### src/rtl/ccg_pkg.sv
// Shared types and helpers for the CCG truth-table extraction harness.
package ccg_pkg;

  typedef enum logic [1:0] {
    IDLE,
    SETTLE,
    SAMPLE,
    DRAIN
  } tt_state_e;

  localparam int N_IN_DFLT  = 3;
  localparam int N_OUT_DFLT = 4;
  localparam int TT_W       = 2 ** N_IN_DFLT;

  function automatic int clog2(input int n);
    int r;
    r = 0;
    for (int v = n - 1; v > 0; v = v >> 1) r++;
    return r;
  endfunction

  // A single-output CUT still needs a one-bit column index.
  function automatic int col_width(input int n);
    return (clog2(n) < 1) ? 1 : clog2(n);
  endfunction

endpackage

### src/rtl/ccg_tt_buffer.sv
// Truth-table store: one TT_W-bit column per CUT output, written one bit
// position (vector index) at a time across all columns, read a column at a time.
module ccg_tt_buffer
  import ccg_pkg::*;
#(
  parameter int N_IN  = N_IN_DFLT,
  parameter int N_OUT = N_OUT_DFLT,
  parameter int COL_W = col_width(N_OUT_DFLT)
) (
  input  logic                 clk,
  input  logic                 rst_n,
  input  logic                 we,
  input  logic [N_IN-1:0]      idx,
  input  logic [N_OUT-1:0]     din,
  input  logic [COL_W-1:0]     col,
  output logic [2**N_IN-1:0]   dout
);

  localparam int W = 2 ** N_IN;

  logic [N_OUT-1:0][W-1:0] cols;

  for (genvar gi = 0; gi < N_OUT; gi++) begin : g_col
    logic [W-1:0] bits_reg;

    always_ff @(posedge clk or negedge rst_n) begin
      if (!rst_n) begin
        bits_reg <= '0;
      end else if (we) begin
        bits_reg[idx] <= din[gi];
      end
    end

    assign cols[gi] = bits_reg;
  end

  assign dout = cols[col];

endmodule

### src/rtl/ccg_tt_extractor.sv
// Sweeps every input vector through a combinational CUT, collects the responses
// into per-output truth-table columns and streams them over valid/ready.
module ccg_tt_extractor
  import ccg_pkg::*;
#(
  parameter int  N_IN   = N_IN_DFLT,
  parameter int  N_OUT  = N_OUT_DFLT,
  parameter int  SETTLE = 1,
  localparam int W      = 2 ** N_IN,
  localparam int COL_W  = col_width(N_OUT)
) (
  input  logic             clk,
  input  logic             rst_n,
  input  logic             start,
  input  logic             abort,
  output logic [N_IN-1:0]  cut_in,
  input  logic [N_OUT-1:0] cut_out,
  output logic             busy,
  output logic             tt_valid,
  input  logic             tt_ready,
  output logic [W-1:0]     tt_data,
  output logic [COL_W-1:0] tt_col,
  output logic             tt_last,
  output logic             done
);

  localparam logic [3:0]       SETTLE_MAX = 4'(SETTLE);
  localparam logic [N_IN-1:0]  IDX_MAX    = {N_IN{1'b1}};
  localparam logic [COL_W-1:0] COL_MAX    = COL_W'(N_OUT - 1);

  tt_state_e        state_reg,  state_next;
  logic [N_IN-1:0]  idx_reg,    idx_next;
  logic [COL_W-1:0] col_reg,    col_next;
  logic [3:0]       cnt_reg,    cnt_next;
  logic [N_IN-1:0]  cut_in_reg, cut_in_next;
  logic             buf_we;
  logic             done_hs;
  logic [W-1:0]     col_word;

  always_ff @(posedge clk or negedge rst_n) begin
    if (!rst_n) begin
      state_reg  <= IDLE;
      idx_reg    <= '0;
      col_reg    <= '0;
      cnt_reg    <= '0;
      cut_in_reg <= '0;
    end else begin
      state_reg  <= state_next;
      idx_reg    <= idx_next;
      col_reg    <= col_next;
      cnt_reg    <= cnt_next;
      cut_in_reg <= cut_in_next;
    end
  end

  always_comb begin
    state_next  = state_reg;
    idx_next    = idx_reg;
    col_next    = col_reg;
    cnt_next    = cnt_reg;
    cut_in_next = cut_in_reg;
    buf_we      = 1'b0;
    done_hs     = 1'b0;

    case (state_reg)
      IDLE: begin
        cut_in_next = '0;
        if (start) begin
          idx_next   = '0;
          cnt_next   = '0;
          state_next = ccg_pkg::SETTLE;
        end
      end
      // Always at least one cycle here, so each vector spans SETTLE+2 cycles.
      ccg_pkg::SETTLE: begin
        if (cnt_reg == SETTLE_MAX) begin
          cnt_next   = '0;
          state_next = SAMPLE;
        end else begin
          cnt_next = cnt_reg + 4'd1;
        end
      end
      SAMPLE: begin
        buf_we = 1'b1;
        if (idx_reg == IDX_MAX) begin
          col_next   = '0;
          state_next = DRAIN;
        end else begin
          idx_next    = idx_reg + 1'b1;
          cut_in_next = idx_reg + 1'b1;
          state_next  = ccg_pkg::SETTLE;
        end
      end
      DRAIN: begin
        if (tt_ready) begin
          if (col_reg == COL_MAX) begin
            done_hs     = 1'b1;
            cut_in_next = '0;
            state_next  = IDLE;
          end else begin
            col_next = col_reg + 1'b1;
          end
        end
      end
      default: state_next = IDLE;
    endcase

    // Abort overrides every transition, including the final handshake.
    if (abort) begin
      state_next  = IDLE;
      cut_in_next = '0;
      buf_we      = 1'b0;
      done_hs     = 1'b0;
    end
  end

  ccg_tt_buffer #(
    .N_IN  (N_IN),
    .N_OUT (N_OUT),
    .COL_W (COL_W)
  ) u_buf (
    .clk   (clk),
    .rst_n (rst_n),
    .we    (buf_we),
    .idx   (idx_reg),
    .din   (cut_out),
    .col   (col_reg),
    .dout  (col_word)
  );

  assign cut_in   = cut_in_reg;
  assign busy     = (state_reg != IDLE);
  assign tt_valid = (state_reg == DRAIN);
  assign tt_data  = tt_valid ? col_word : '0;
  assign tt_col   = tt_valid ? col_reg : '0;
  assign tt_last  = tt_valid && (col_reg == COL_MAX);
  assign done     = done_hs;

endmodule

### config.mk
export PLATFORM = sky130hd
export DESIGN_NAME = ccg_tt_extractor
export DESIGN_NICKNAME = d
export VERILOG_FILES = /design/src/rtl/ccg_pkg.sv /design/src/rtl/ccg_tt_buffer.sv /design/src/rtl/ccg_tt_extractor.sv
export SDC_FILE = /design/constraint.sdc
export NUM_CORES = 1
export LEC_CHECK = 0
export ABC_AREA = 1
export CORE_UTILIZATION = 53
export DETAILED_ROUTE_END_ITERATION = 6
export HOLD_SLACK_MARGIN = 0.02
export PLACE_DENSITY = 0.84
export REMOVE_ABC_BUFFERS = 1
export SLEW_MARGIN = 0
export SYNTH_ARGS = -nofsm -noshare
export SYNTH_HDL_FRONTEND = slang
export SYNTH_SLANG_ARGS = --single-unit
### constraint.sdc
create_clock -name clk -period 2.1 [get_ports clk]
set_input_delay 0.63 -clock clk [delete_from_list [all_inputs] [get_ports clk]]
set_output_delay 0.63 -clock clk [all_outputs]
set_load 0.01 [all_outputs]
==> summary.md <==
| Metric | Value |
|---|---|
| Residual DRC count | `0` |
| Internal power | `1.830 mW` |
| CP Data Arrival Time | `between 1500 and 2000 ps` |
| #FFs+latches synth | `46` |
| Top post-synthesis cells by area | `dfrtp_1 50%, nand2_1 11%, o21ai_0 11%` |
| FP Rows | `23` |
| Status | `finished, violations left` |
| Final std cells w/o fill | `383` |
| Pwr/cell area | `~970 nW/um2` |
| Htree depth | `2` |
| Sequential share of the synthesized area | `0.5030` |
| Area share of the leading cell type in the synthesized netlist | `0.5030` |
| Synth Cell Area | `approximately 2300 um2` |
| Type of the most critical hold path | `input port to async pin` |
| Fin Setup TNS | `-427.4 ps` |
| Sw Pwr | `1.010 mW` |
| I/O pins | `26` |
| CP required | `between 1000 and 1500 ps` |
| Switching Share | `0.3556` |
| Leak | `1.446 nW` |
| Failing checks | `negative setup slack` |
| Kind of critical path | `flip-flop to output pin` |
| Area Overhead vs Synth | `27.50%` |
| Gpl congestion | `just over 0.8` |
| ANT nets after route | `0` |
| Vias in the first global route | `2020` |
| Die Area | `roughly 4600 um2` |
| Average cell area after synthesis | `between 8 and 9 um2` |
| Final Slew Violations | `0` |
| Overall power | `~2.8 mW` |
| Final Hold Vio Count | `0` |
| Startpoint Class | `flip-flop` |
| Share of cells above drive strength 1 | `0.2102` |
| RSZ-0062 raised after global routing | `yes` |
| Largest net degree at the start of global routing | `28` |
| Layout net count | `346` |
| Global route overflow | `0` |
| Antenna violations before repair | `0` |
| Total GRT Usage | `0.2700` |
| Clock Skew | `7.225 ps` |
| Max cap viols | `0` |
| Vias per cell | `around 5.6` |
| DP HPWL | `3868 um` |
| Chip width | `just under 70 um` |
| Placed Instances | `around 370` |
| CTS sink count | `46` |
| Combinational share of power | `0.369` |
| Synthesized instance count | `approximately 280` |
| R2r startpoint | `idx_reg[0]` |
| Clock latency on the worst-skew pair | `between 300 and 400 ps` |
| Slew margin rel. | `0.6737` |
| Post-synth cell types | `24` |
| Global-route wire length before repair | `about 9000 um` |
| CP max FO | `7` |
| Vias | `2127` |
| WL final | `roughly 5700 um` |
| Largest register FFs | `32` |
| Crit path from | `col_reg[0]` |
| Post-synth top area cell | `dfrtp_1` |
| Flop pwr share | `0.393` |
| Die Ht | `between 60 and 70 um` |
| FMAX | `roughly 0.46 GHz` |
| Pre-antenna DRT Iters | `4` |
| DR iter-0 viols | `200` |
| Core area | `4086 um2` |
| Warning count from the yosys run | `0` |
| Peak VDD IR | `0.6092 mV` |
| CTS Buf Count | `5` |
| Worst Hold Slack | `273.6 ps` |
| Clock-pin transition on the worst setup and hold timing paths | `90 ps` |
| ANT cells | `0` |
| Drt wl/cell | `around 15 um` |
| Clock power frac | `0.238` |
| CTS tree | `yes` |
| Port Buffer Count | `25` |
| Initial core utilization | `0.5600` |
| Final core utilization | `0.7140` |
| Fin crit period | `~2200 ps` |
| Final setup violation count | `8` |
| Setup ws final | `-97.56 ps` |
| CP Capture Type | `output pin` |
| Final period util | `1.046` |
| CTS root buffer | `clkbuf_8` |
| Clock Path Buffers | `2` |
| Worst slew pin tran | `approximately 500 ps` |
[path summary, 6_finish.rpt]
| check | to | slack, ps | depth (start not counted) |
|---|---|---|---|
| min in group clk | cut_in[1] | 490 | 2 |
| max in group asynchronous | u_buf.g_col[1].bits_reg[6] | 1320 | 2 |
| min reg2reg | cut_in[1] | 490 | 2 |
| max | tt_data[5] | -100 | 6 |
| max reg2reg | idx_reg[1] | 520 | 4 |
| min | state_reg[1] | 270 | 1 |
[stage by stage]
| step | instance area (um2) | setup WS, ps |
|---|---|---|
| after detailed placement | 2718 | -411.6 |
| after global routing | 2918 | -143.5 |
| after floorplan | 2265 | 267.0 |
| after global placement | 2718 | -400.6 |
| after CTS | 2846 | -29.09 |
| final | 2918 | -97.56 |
[metal layers]
layer,vias to the layer above,share of wire,track usage
met5,-,0,0
met4,0,0.025,0.1330
met3,20,0.035,0.04899
met2,58,0.51,0.4480
met1,1031,0.43,0.3348
li1,1018,-,-
[kinds of logic (layout without fill, tap and decap cells)]
logic type	after synthesis	count (layout)	synth area share
compound gates	73	73	0.1607
xor+xnor	2	2	0.007656
fa+ha+maj	5	5	0.02734
buf+inv	34	85	0.05795
flops	46	46	0.5030
simple gates	122	122	0.2433
[final cells by class]
cell class / count / area (um2)
flip-flops and latches: 46 / 1152
clock buffers: 5 / 68.82
well taps: 50 / 62.56
multi-input cells: 202 / 1041
repair buffers: 48 / 431.7
fillers: 316 / 1169
clock inverters: 3 / 45.04
inverters: 29 / 116.4
[cells in the final DEF, fill, tap and decap left out, drive strengths merged]
cell,instances
ha,5
nand2,73
buf,33
nand3,11
bufinv,1
dlygate4sd2,2
clkinvlp,2
o21ai,56
o22ai,2
clkbuf,7
dfrtp,46
nor2,34
xor2,1
inv,28
a21oi,15
nor3,1
nand4,3
dlymetal6s2s,1
xnor2,1
clkdlybuf4s50,10
clkinv,1
[critical path, stage by stage, from the launching register on]
cell	delay, ps
dfrtp_2	460
buf_4	170
inv_8	50
a21oi_1	150
o21ai_1	120
a21oi_1	160
buf_2	150
[power by group through the flow]
stage	sequential [mW]	clock, mW	combinational, mW
after floorplan	1.14	0	0.436
after global placement	1.12	0	0.796
after detailed placement	1.13	0	0.830
after CTS	1.12	0.675	0.908
after global routing	1.13	0.709	1.16
final	1.12	0.677	1.05
[what timing repair did]
item | in CTS | in global routing
cloned | 0 | 1
setup endpoints to repair | 13 | 10
hold buffers | 0 | 0
buffers inserted | 4 | 2
resized for setup | 55 | 19
pin swaps | 5 | 7
[Yosys cell counts]
cell	count
nand2_1	70
o21ai_0	52
dfrtp_1	46
nor2_1	29
inv_1	25
a21oi_1	15
nand3_1	6
ha_1	5
nand3_2	5
buf_2	4
nor2_4	4
o21ai_1	4
inv_2	3
nand2_2	2
nand4_1	2
o22ai_1	2
clkbuf_1	1
clkinv_1	1
nand2_4	1
nand4_2	1
nor2_2	1
nor3_1	1
xnor2_1	1
xor2_1	1
Note: power is estimated with default switching activity, not from simulation.
